$ cat src/rtl/keypad_if.sv
// keypad_if: keypad matrix pins plus the decoded key and entry-register outputs.
// The scanner connects through the slave modport; the keypad/host side uses master.
interface keypad_if;
  logic [3:0]  row;
  logic        clear;
  logic [3:0]  col;
  logic [3:0]  key_code;
  logic        key_valid;
  logic        key_held;
  logic [15:0] value;

  modport master (
    output row, clear,
    input  col, key_code, key_valid, key_held, value
  );

  modport slave (
    input  row, clear,
    output col, key_code, key_valid, key_held, value
  );
endinterface

$ cat src/rtl/keypad_scanner.sv
// keypad_scanner: 4x4 hex keypad column scan, press/release debounce, 4-digit entry register.
// Held-key auto-repeat is built only when KEYPAD_REPEAT_EN is defined.
module keypad_scanner #(
  parameter int SCAN_DIV        = 100000,
  parameter int DEBOUNCE_CYCLES = 1000000,
  parameter int REPEAT_CYCLES   = 25000000
) (
  input logic     clk,
  input logic     reset,
  keypad_if.slave kp
);

  localparam int SCAN_W = $clog2(SCAN_DIV);
  localparam int DEB_W  = $clog2(DEBOUNCE_CYCLES);
  localparam logic [SCAN_W-1:0] SCAN_LAST = SCAN_W'(SCAN_DIV - 1);
  localparam logic [DEB_W-1:0]  DEB_LAST  = DEB_W'(DEBOUNCE_CYCLES - 1);

  typedef enum logic [1:0] {SCAN, DEBOUNCE, HELD, RELEASE} state_t;

  state_t            state, state_n;
  logic [1:0]        ci, ci_n;
  logic [SCAN_W-1:0] scan_cnt, scan_cnt_n;
  logic [DEB_W-1:0]  deb_cnt, deb_cnt_n;
  logic [1:0]        key_r, key_r_n;
  logic [1:0]        key_c, key_c_n;
  logic              accept;
  logic [3:0]        row_sync_p0, row_sync_p1;
  logic [3:0]        row_s;
  logic              key_up;
  logic [3:0]        accept_code;
  logic [3:0]        key_code;
  logic              key_valid;
  logic [15:0]       value;

`ifdef KEYPAD_REPEAT_EN
  localparam int REP_W = $clog2(REPEAT_CYCLES);
  localparam logic [REP_W-1:0] REP_LAST = REP_W'(REPEAT_CYCLES - 1);
  logic [REP_W-1:0] rep_cnt, rep_cnt_n;
`else
  logic unused_repeat;
  assign unused_repeat = ^REPEAT_CYCLES;
`endif

  function automatic logic [1:0] lowest_low(input logic [3:0] rows);
    if (!rows[0])      return 2'd0;
    else if (!rows[1]) return 2'd1;
    else if (!rows[2]) return 2'd2;
    else               return 2'd3;
  endfunction

  function automatic logic [3:0] key_map(input logic [1:0] r, input logic [1:0] c);
    logic [3:0] code;
    case ({r, c})
      4'b00_00: code = 4'h1;
      4'b00_01: code = 4'h2;
      4'b00_10: code = 4'h3;
      4'b00_11: code = 4'hA;
      4'b01_00: code = 4'h4;
      4'b01_01: code = 4'h5;
      4'b01_10: code = 4'h6;
      4'b01_11: code = 4'hB;
      4'b10_00: code = 4'h7;
      4'b10_01: code = 4'h8;
      4'b10_10: code = 4'h9;
      4'b10_11: code = 4'hC;
      4'b11_00: code = 4'h0;
      4'b11_01: code = 4'hF;
      4'b11_10: code = 4'hE;
      default:  code = 4'hD;
    endcase
    return code;
  endfunction

  assign row_s       = row_sync_p1;
  assign key_up      = row_s[key_r];
  assign accept_code = key_map(key_r, key_c);

  // The scan counter only runs in SCAN, so every column visit starts from a full dwell.
  always_comb begin
    state_n    = state;
    ci_n       = ci;
    scan_cnt_n = '0;
    deb_cnt_n  = deb_cnt;
    key_r_n    = key_r;
    key_c_n    = key_c;
    accept     = 1'b0;
`ifdef KEYPAD_REPEAT_EN
    rep_cnt_n  = rep_cnt;
`endif
    unique case (state)
      SCAN: begin
        if (scan_cnt == SCAN_LAST) begin
          if (row_s != 4'hF) begin
            state_n   = DEBOUNCE;
            key_r_n   = lowest_low(row_s);
            key_c_n   = ci;
            deb_cnt_n = '0;
          end else begin
            ci_n = ci + 2'd1;
          end
        end else begin
          scan_cnt_n = scan_cnt + 1'b1;
        end
      end
      DEBOUNCE: begin
        if (key_up) begin
          state_n = SCAN;
          ci_n    = ci + 2'd1;
        end else if (deb_cnt == DEB_LAST) begin
          state_n = HELD;
          accept  = 1'b1;
`ifdef KEYPAD_REPEAT_EN
          rep_cnt_n = '0;
`endif
        end else begin
          deb_cnt_n = deb_cnt + 1'b1;
        end
      end
      HELD: begin
        if (key_up) begin
          state_n   = RELEASE;
          deb_cnt_n = '0;
`ifdef KEYPAD_REPEAT_EN
          rep_cnt_n = '0;
        end else if (rep_cnt == REP_LAST) begin
          accept    = 1'b1;
          rep_cnt_n = '0;
        end else begin
          rep_cnt_n = rep_cnt + 1'b1;
`endif
        end
      end
      RELEASE: begin
        // A single low cycle means the contact bounced; go back without a new strobe.
        if (!key_up) begin
          state_n = HELD;
`ifdef KEYPAD_REPEAT_EN
          rep_cnt_n = '0;
`endif
        end else if (deb_cnt == DEB_LAST) begin
          state_n = SCAN;
          ci_n    = ci + 2'd1;
        end else begin
          deb_cnt_n = deb_cnt + 1'b1;
        end
      end
    endcase
  end

  // Stage p0/p1: two-flop synchronizer for the asynchronous row pins.
  always_ff @(posedge clk) begin
    if (reset) begin
      row_sync_p0 <= 4'hF;
      row_sync_p1 <= 4'hF;
      state       <= SCAN;
      ci          <= 2'd0;
      scan_cnt    <= '0;
      deb_cnt     <= '0;
      key_r       <= 2'd0;
      key_c       <= 2'd0;
      key_code    <= 4'h0;
      key_valid   <= 1'b0;
      value       <= 16'h0000;
`ifdef KEYPAD_REPEAT_EN
      rep_cnt     <= '0;
`endif
    end else begin
      row_sync_p0 <= kp.row;
      row_sync_p1 <= row_sync_p0;
      state       <= state_n;
      ci          <= ci_n;
      scan_cnt    <= scan_cnt_n;
      deb_cnt     <= deb_cnt_n;
      key_r       <= key_r_n;
      key_c       <= key_c_n;
      key_valid   <= accept;
`ifdef KEYPAD_REPEAT_EN
      rep_cnt     <= rep_cnt_n;
`endif
      if (accept) begin
        key_code <= accept_code;
      end
      if (kp.clear) begin
        value <= 16'h0000;
      end else if (accept) begin
        value <= {value[11:0], accept_code};
      end
    end
  end

  assign kp.col       = ~(4'b0001 << ci);
  assign kp.key_code  = key_code;
  assign kp.key_valid = key_valid;
  assign kp.key_held  = (state == HELD) || (state == RELEASE);
  assign kp.value     = value;

endmodule
$ cat src/flat_wrapper.sv
// flat-port wrapper written by rule: the top's interface ports become plain ports
module keypad_scanner_flat 
#(
  parameter int SCAN_DIV        = 100000,
  parameter int DEBOUNCE_CYCLES = 1000000,
  parameter int REPEAT_CYCLES   = 25000000
)
  (clk, reset, kp_row, kp_clear, kp_col, kp_key_code, kp_key_valid, kp_key_held, kp_value);
  keypad_if kp_i ();
  input logic clk;
  input logic reset;
  input wire logic [$bits(kp_i.row)-1:0] kp_row;
  input wire logic [$bits(kp_i.clear)-1:0] kp_clear;
  output wire logic [$bits(kp_i.col)-1:0] kp_col;
  output wire logic [$bits(kp_i.key_code)-1:0] kp_key_code;
  output wire logic [$bits(kp_i.key_valid)-1:0] kp_key_valid;
  output wire logic [$bits(kp_i.key_held)-1:0] kp_key_held;
  output wire logic [$bits(kp_i.value)-1:0] kp_value;
  assign kp_i.row = kp_row;
  assign kp_i.clear = kp_clear;
  assign kp_col = kp_i.col;
  assign kp_key_code = kp_i.key_code;
  assign kp_key_valid = kp_i.key_valid;
  assign kp_key_held = kp_i.key_held;
  assign kp_value = kp_i.value;
  keypad_scanner #(.SCAN_DIV(SCAN_DIV), .DEBOUNCE_CYCLES(DEBOUNCE_CYCLES), .REPEAT_CYCLES(REPEAT_CYCLES)) u_core (.clk(clk), .reset(reset), .kp(kp_i));
endmodule
$ cat config.mk
export PLATFORM = sky130hd
export DESIGN_NAME = keypad_scanner_flat
export DESIGN_NICKNAME = d
export VERILOG_FILES = /design/src/rtl/keypad_if.sv /design/src/rtl/keypad_scanner.sv /design/src/flat_wrapper.sv
export SDC_FILE = /design/constraint.sdc
export NUM_CORES = 1
export LEC_CHECK = 0
export ABC_CLOCK_PERIOD_IN_PS = 7100
export CORE_ASPECT_RATIO = 2
export CORE_MARGIN = 2
export CORE_UTILIZATION = 65
export CTS_CLUSTER_DIAMETER = 40
export CTS_CLUSTER_SIZE = 8
export DETAILED_ROUTE_END_ITERATION = 12
export DONT_BUFFER_PORTS = 1
export PLACE_DENSITY = 0.85
export SLEW_MARGIN = 20
export SYNTH_ARGS = -nofsm -noshare
export SYNTH_HDL_FRONTEND = slang
export SYNTH_SLANG_ARGS = --single-unit
$ cat constraint.sdc
create_clock -name clk -period 7.1 [get_ports clk]
set_input_delay 0.71 -clock clk [delete_from_list [all_inputs] [get_ports clk]]
set_output_delay 0.71 -clock clk [all_outputs]
set_load 0.02 [all_outputs]
; After elaboration in Yosys (flattened, before gate mapping)
; Memory sizes are Yosys's and may differ from the RTL's. A register that Yosys moved wholly into a read port is not among the register bits.
; Index checks and enable logic that the tools add are counted.
; W data, S select, Z words.
[word_totals]
rom_bits = 64
wordCells = 75
inputBits = 7
register_bits = 74
output_inout_bits = 26
memories = 1
[classes]
n_bitwise = 2
muxes = 31
n_lt_le_gt_ge = 1
n_shift = 1
n_addsub = 3
eq_ne = 16
reduce_logical = 9
[memory_table]
columns = name, words, width, rd, rd_ports_with_merged_regs, write_ports, line_no
row1 = (no name shown), 16, 4, 1, 1, 0, keypad_scanner.sv:53  ; case ({r, c})
[ops]
columns = operator, n
row1 = $mux W20, 6
row2 = $pmux W20 S4, 1
row3 = $mux W2, 14
row4 = $add A20 B1 Y20 const B, 1
row5 = $eq A20 B20 Y1 const B, 1
row6 = $add A17 B1 Y17 const B, 1
row7 = $eq A17 B17 Y1 const B, 1
row8 = $ne A2 B1 Y1 const B, 6
row9 = $reduce_and A5 Y1, 2
row10 = $mux W4, 2
row11 = $pmux W2 S4, 1
row12 = $pmux W2 S3, 1
row13 = $reduce_and A6 Y1, 1
row14 = $mux W1, 5
row15 = $eq A2 B2 Y1 const B, 2
row16 = $ne A2 B2 Y1 const B, 2
row17 = $ne A4 B4 Y1 const B, 1
row18 = $not A4 Y4, 1
row19 = $shl A1 B2 Y4 const A, 1
row20 = $lt A2 B3 Y1 const B, 1
row21 = $ne A3 B1 Y1 const B, 1
row22 = $ne A3 B3 Y1 const B, 1
row23 = $reduce_and A3 Y1, 1
row24 = $reduce_bool A3 Y1, 1
row25 = other kinds (8), 8

; Logic depth before layout (Yosys ltp)
; Gate-level depths: netlist (run 1).
[logic_depth]
depth_word = 5
mapped_depth = 11
depth_no_buf = 10

; Worst setup path after synthesis (run 1)
; OpenSTA, ideal clock, no wires.
[synth_timing]
path_type = flip-flop to flip-flop
startpoint = register u_core.scan_cnt[0]
endpoint = register, netlist name u_core.accept_code[1]
period_less_slack_ps = 2731
n_path_buf = 1
arrival_time_ps = 2610
path_stages_with_launch = 12
setup_slack_ps = 4369
required_time_ps = 6978
setup_time_ps = 122
cell_sequence = dfxtp_1 ha_1 and4_1 nand4_2 nor4b_2 buf_6 mux2i_1 nor2_1 inv_1 ha_1 mux2_4 a221o_1
[synth_rtl]
columns = element, line_no
row1 = "start, declared", keypad_scanner.sv:22  ; logic [SCAN_W-1:0] scan_cnt, scan_cnt_n;
row2 = "start signal, assigned", keypad_scanner.sv:172  ; scan_cnt <= scan_cnt_n;

==> qor.csv, run 1 <==
stage,metric,value,unit
global_route,grt total ovfl,0,
synth,fraction of registers with async set/reset,0,%
min_path,hold crit path type,input port to flop,
run_status,status,completed,
pwr,LEAKAGE,1.28,nW
pwr,Max VDD drop,0.255,mV
floorplanning,Die W,56.2,um
synth,main flop type after synthesis,dfxtp_1,
route,initial DRC count,228,
synth,Mapped Area,3550,sq um
global_route,pin count of the biggest net entering global routing,39,
finish,Ant. Diodes,0,
synth,Post-synth top cells,"78 x dfxtp_1, 62 x nand2_1, 38 x nor2_1, 27 x a21oi_1, 16 x inv_1",
floorplanning,Ports,33,
floorplanning,Starting Density,66.6,%
route,Pre-antenna DRT Iters,5,
placed_design,Final HPWL DP,4.76,mm
pwr,PwrDens,228,nW/um^2
timing,Fin. Hold Viols,0,
pwr,Switching Fraction,20.1,%
synth,area fraction of the dominant cell type after synthesis,44.0,%
clock_network,worst skew pair latency,0.37,ns
finish,Final Non-Filler Cells,464,
clock_network,number of post-CTS setup repair buffers,0,
route,via count,2827,
global_route,vias in the first global route,2647,
clock_network,Num CTS Buffers,9,
clock_network,CTS root buffer,clkbuf_8,
clock_network,clock tree buffer depth,2,
clock_network,CTS hold repair buffers,0,
timing,min Tclk post-route,3.58,ns
timing,Final setup violation count,0,
global_route,global-route wire length before repair,11.4,mm
clock_network,CTS tree,done,
timing,setup TNS,0,ns
setup_path,worst r2r path cells,10,
global_route,initial antenna violation count,0,
synth,Post-Synthesis Cells,406,
synth,Avg Synthesized Cell Area,8.74,sq um
synth,Synth area leader,dfxtp_1,
route,DRC errors left,0,
clock_network,CTS Sinks,78,
clock_network,"Clk pin slew, worst setup/hold paths",0.08,ns
timing,final period utilization,50.4,%
synth,post-synth cell types,53,
finish,Final nets,416,
floorplanning,Rows,38,
timing,Clock Skew,0.0105,ns
synth,Syn Nets,423,
route,Vias/cell,6.09,
clock_network,H-tree levels,3,
pwr,sequential share of power,51.2,%
timing,Max Freq,279,MHz
flow_run,Max Cap Viol,0,
placed_design,dpl cells,448,
synth,most frequent cell after synthesis,dfxtp_1,
placed_design,GPL Wtd Cong,0.843,
floorplanning,core area,5330,sq um
min_path,Hold Path Depth,1,
finish,area delta synth->final,7.02,%
setup_path,kind of critical path,flop to flop,
timing,Final Slew Violations,0,
pwr,Clock Power Share,47.3,%
setup_path,arrival time at the worst endpoint,3.84,ns
pwr,Int Pwr,0.691,mW
synth,"Seq/Total Area, Yosys",44.0,%
floorplanning,die area,6100,sq um
timing,slew at the pin closest to its max-slew limit,1.10,ns
route,Routed Antenna Nets,0,
synth,Post-synth EDFFs,0,
synth,yosys warns,0,
synth,post-synthesis register bit count,78,
route,WL/cell,14.9,um
timing,slew margin rel.,26.6,%
setup_path,CP Max Fanout,10,
global_route,Tot GR Track Use,23.9,%
floorplanning,Die Ht,108,um
clock_network,post-cts resize count,0,
pwr,Comb pwr share,1.5,%
setup_path,CP endpoint kind,flop,
timing,RSZ-0062 raised after global routing,false,
pwr,NetSw,0.174,mW
setup_path,CP Launch Type,flop,
pwr,total power,0.865,mW
finish,layout cell share with drive strength beyond 1,9.65,%
synth,ranking of synthesized cells by area,"dfxtp_1 44%, nand2_1 6.6%, nor2_1 4.0%, a21oi_1 3.8%, ha_1 3.5%",
placed_design,I/O Buffers,0,
route,WL final,6.94,mm
setup_path,Critical Path RT,7.36,ns
worst max-delay path, cell delays in order, from the launching register on:
cell and delay [ns]:
dfxtp_1 0.38, ha_1 0.24, and4_1 0.27, nand4_2 0.15, nor4b_2 0.93, mux2i_1 0.21, nor2_1 0.29, inv_1 0.11
ha_1 0.30, mux2_4 0.26, a221o_1 0.34
routing by layer:
metal | vias to the layer above | wire (um) | track usage, %
met1 | 1343 | 2990 | 27.6
met3 | 12 | 283 | 7.18
met2 | 75 | 3520 | 40.2
li1 | 1397 | - | -
met4 | 0 | 139 | 10.9
met5 | - | 0 | 0
stage by stage:
| stage | area (sq um) | hold slack, ns | utilization, % | setup WS [ns] |
|---|---|---|---|---|
| 6_report | 3800 | 0.404 | 71.3 | 3.52 |
| 5_1_grt | 3800 | 0.389 | 71.3 | 3.17 |
| 4_1_cts | 3800 | 0.387 | 71.3 | 3.53 |
| 3_5_place_dp | 3540 | 0.399 | 66.5 | 3.53 |
| 3_3_place_gp | 3540 | 0.393 | 66.5 | 3.65 |
| 2_1_floorplan | 3550 | 0.389 | - | 4.37 |
path summary, 6_finish.rpt:
check,start,end,slack (ns)
max,u_core.scan_cnt[0],u_core.accept_code[1],3.52
min,reset,u_core.kp.key_code[3],0.40
min reg2reg,u_core.row_sync_p0[3],u_core.row_s[3],0.41
max reg2reg,u_core.scan_cnt[0],u_core.accept_code[1],3.52
cells by family after synthesis:
group | share of synthesized area [%]
DFF | 44.0
xor gates and xnor gates | 6.17
adders and majority gates | 3.53
and+or+nand+nor | 30.2
buffers and inverters | 4.16
muxes | 3.46
AOI/OAI and AO/OA | 8.46
power groups by stage:
stage	sequential (mW)	clock [mW]	combinational [mW]
floorplan	0.453	0	0.0136
finish	0.443	0.409	0.0132
global placement	0.453	0	0.0125
global route	0.444	0.431	0.0147
detailed placement	0.453	0	0.0131
CTS	0.443	0.416	0.0133
sequential cells by signal, summed over array words and instances, names as in the netlist, named ones only:
name                 flops
u_core.accept_code       4
u_core.kp.key_valid      1
u_core.deb_cnt          20
u_core.kp.value         16
u_core.ci                2
u_core.key_r             2
u_core.kp.key_code       4
u_core.row_sync_p0       4
u_core.state             1
u_core.scan_cnt         17
u_core.row_s             4
u_core.key_c             2
area by class of cell:
type	count	area [sq um]
tap	60	75.1
fill	396	1530
clock buffer	10	138
inverter	16	60.1
timing repair buffer	1	7.51
clock inverter	6	116
multi-input combinational	293	1840
sequential	78	1560
layout by cell type (no fill, tap or decap), types with 8 or more instances in the layout:
cell type	count
a21oi_1	27
clkbuf_8	10
dfxtp_1	78
ha_1	10
inv_1	16
nand2_1	62
nand3_1	14
nand4_1	8
nor2_1	38
nor3_1	13
nor4b_1	9
or2_2	11
xnor2_1	14
xor2_1	11
Note: power is estimated with default switching activity, not from simulation.
==> run 2: changes to the inputs <==
--- a/config.mk
+++ b/config.mk
@@ -5,15 +5,15 @@
 export SDC_FILE = /design/constraint.sdc
 export NUM_CORES = 1
 export LEC_CHECK = 0
-export ABC_CLOCK_PERIOD_IN_PS = 7100
+export ABC_CLOCK_PERIOD_IN_PS = 3400
 export CORE_ASPECT_RATIO = 2
 export CORE_MARGIN = 2
-export CORE_UTILIZATION = 65
+export CORE_UTILIZATION = 63
 export CTS_CLUSTER_DIAMETER = 40
 export CTS_CLUSTER_SIZE = 8
 export DETAILED_ROUTE_END_ITERATION = 12
 export DONT_BUFFER_PORTS = 1
-export PLACE_DENSITY = 0.85
+export PLACE_DENSITY = 0.83
 export SLEW_MARGIN = 20
 export SYNTH_ARGS = -nofsm -noshare
 export SYNTH_HDL_FRONTEND = slang
==> constraint.sdc (replaced) <==
create_clock -name clk -period 3.4 [get_ports clk]
set_input_delay 0.34 -clock clk [delete_from_list [all_inputs] [get_ports clk]]
set_output_delay 0.34 -clock clk [all_outputs]
set_load 0.02 [all_outputs]
==> qor.csv, run 2 (synthesis results as in run 1) <==
stage,metric,value,unit,change
timing,final period utilization,91.4,%,+41 points
timing,min Tclk post-route,3.11,ns,-0.473 ns
finish,Final nets,419,,+0.72%
finish,Largest register FFs,20,,unchanged
clock_network,CTS Sinks,78,,unchanged
timing,Max Freq,322,MHz,+15%
floorplanning,Die W,57.1,um,+1.5%
clock_network,"Clk pin slew, worst setup/hold paths",0.08,ns,about the same
route,Routed Antenna Nets,0,,unchanged
floorplanning,Starting Density,65.5,%,-1.2 points
min_path,hold crit path type,input port to flop,,
clock_network,post-cts resize count,0,,unchanged
setup_path,CP endpoint kind,flop,,
setup_path,CP Max Fanout,5,,-5
pwr,sequential share of power,54.4,%,+3.2 points
placed_design,Post-DP Area,3570,sq um,+0.64%
placed_design,GPL Wtd Cong,0.910,,+8.0%
timing,setup TNS,0,ns,unchanged
clock_network,CTS hold repair buffers,0,,unchanged
global_route,initial antenna violation count,0,,unchanged
pwr,total power,1.70,mW,+97%
floorplanning,die area,6280,sq um,+3.0%
setup_path,worst r2r path cells,10,,unchanged
pwr,Max VDD drop,0.461,mV,+81%
pwr,Clock Power Share,43.9,%,-3.4 points
setup_path,arrival time at the worst endpoint,3.36,ns,-0.48 ns
timing,slew margin rel.,47.2,%,+21 points
route,DRC errors left,0,,unchanged
route,Pre-antenna DRT Iters,4,,-1
clock_network,Num CTS Buffers,9,,unchanged
timing,Final Slew Violations,0,,unchanged
clock_network,CTS tree,done,,
global_route,vias in the first global route,2597,,-1.9%
global_route,grt total ovfl,0,,unchanged
global_route,global-route wire length before repair,11.7,mm,+1.9%
pwr,Comb pwr share,1.7,%,+0.2 points
route,WL/cell,15.0,um,+0.49%
finish,biggest regs,"u_core.deb_cnt x20, u_core.scan_cnt x17, u_core.kp.value x16",,
route,via count,2810,,-0.60%
pwr,LEAKAGE,1.27,nW,-0.32%
placed_design,Final HPWL DP,5.11,mm,+7.2%
clock_network,number of post-CTS setup repair buffers,0,,unchanged
floorplanning,Ports,33,,unchanged
run_status,status,completed,,
pwr,PwrDens,450,nW/um^2,+97%
finish,Ant. Diodes,0,,unchanged
route,Vias/cell,6.02,,-1.2%
finish,total area of sequential cells,1560,sq um,unchanged
clock_network,H-tree levels,3,,unchanged
clock_network,clock tree buffer depth,2,,unchanged
finish,most frequent cells in the layout,"78 x dfxtp_1, 62 x nand2_1, 38 x nor2_1",,
pwr,NetSw,0.353,mW,+100%
placed_design,I/O Buffers,0,,unchanged
timing,Final setup violation count,0,,unchanged
pwr,Int Pwr,1.35,mW,+95%
finish,layout cell share with drive strength beyond 1,9.83,%,+0.17 points
timing,slew at the pin closest to its max-slew limit,0.784,ns,-0.314 ns
finish,"Most flops, register",u_core.deb_cnt,,
clock_network,worst skew pair latency,0.36,ns,about the same
timing,Clock Skew,0.00753,ns,-0.00296 ns
pwr,Switching Fraction,20.7,%,+0.61 points
finish,multi-input logic area,1840,sq um,unchanged
min_path,Hold Path Depth,1,,unchanged
global_route,pin count of the biggest net entering global routing,39,,unchanged
finish,fillers,436,,+10%
setup_path,CP Launch Type,flop,,
global_route,Tot GR Track Use,24.1,%,+0.26 points
setup_path,kind of critical path,flop to flop,,
floorplanning,Die Ht,110,um,+1.5%
finish,post-route design area,3780,sq um,-0.46%
finish,"commonest non-fill, non-tap cell in the layout",dfxtp_1,,
timing,Fin. Hold Viols,0,,unchanged
clock_network,CTS root buffer,clkbuf_8,,
floorplanning,core area,5420,sq um,+1.8%
floorplanning,Rows,38,,unchanged
route,initial DRC count,151,,-34%
flow_run,Max Cap Viol,0,,unchanged
timing,RSZ-0062 raised after global routing,false,,
setup_path,Critical Path RT,3.65,ns,-3.71 ns
route,WL final,7.01,mm,+1.1%
finish,area delta synth->final,6.52,%,
run 2: cell types whose count changed in the layout (fill, tap and decap cells not counted), sizes merged:
cell    previous run  this run
clkbuf            10        11
buf                1         4
bufinv             3         2
run 2: power by group through the flow:
stage	clock network (mW)	registers [mW]	logic [mW]
2_1_floorplan	0	0.946	0.0284
3_3_place_gp	0	0.946	0.0286
3_5_place_dp	0	0.947	0.0291
4_1_cts	0.760	0.925	0.0294
5_1_grt	0.794	0.927	0.0319
6_report	0.746	0.925	0.0290
run 2: critical path, stage by stage, from the launching register on:
cell and delay [ns]:
dfxtp_1 0.38, ha_1 0.24, and4_1 0.27, nand4_2 0.16
nor4b_2 0.46, mux2i_1 0.18, nor2_1 0.29, inv_1 0.12
ha_1 0.31, mux2_4 0.26, a221o_1 0.33
run 2: per-stage QoR:
step	utilization, %	instances	worst slack, ns	hold WS [ns]
3_5_place_dp	65.8	451	0.294	0.398
4_1_cts	69.7	467	0.278	0.0263
2_1_floorplan	-	406	0.669	0.389
5_1_grt	69.7	467	0.0184	0.0335
6_report	69.7	467	0.294	0.0382
3_3_place_gp	65.8	451	0.516	0.391
run 2: path summary, 6_finish.rpt:
path / from / endpoint / slack (ns)
worst max register to register: u_core.scan_cnt[0] / u_core.accept_code[1] / 0.29
worst min-delay path: reset / u_core.kp.key_code[1] / 0.04
worst max-delay path: u_core.scan_cnt[0] / u_core.accept_code[1] / 0.29
worst min register to register: u_core.row_sync_p0[1] / u_core.row_s[1] / 0.41
run 2: area by class of cell:
type                       count  share of cell area, %
tap                           60                   1.99
timing repair buffer           4                  0.794
sequential                    78                   41.3
clock inverter                 5                   2.18
inverter                      16                   1.59
multi-input combinational    293                   48.7
clock buffer                  11                   3.48
run 2: per-layer routing:
layer  share of wire, %  vias up  track usage (%)
li1                   -     1403                -
met1                 38     1316             25.1
met2                 54       66             42.3
met3                4.0       25             5.83
met4                3.8        0             15.8
met5                  0        -                0
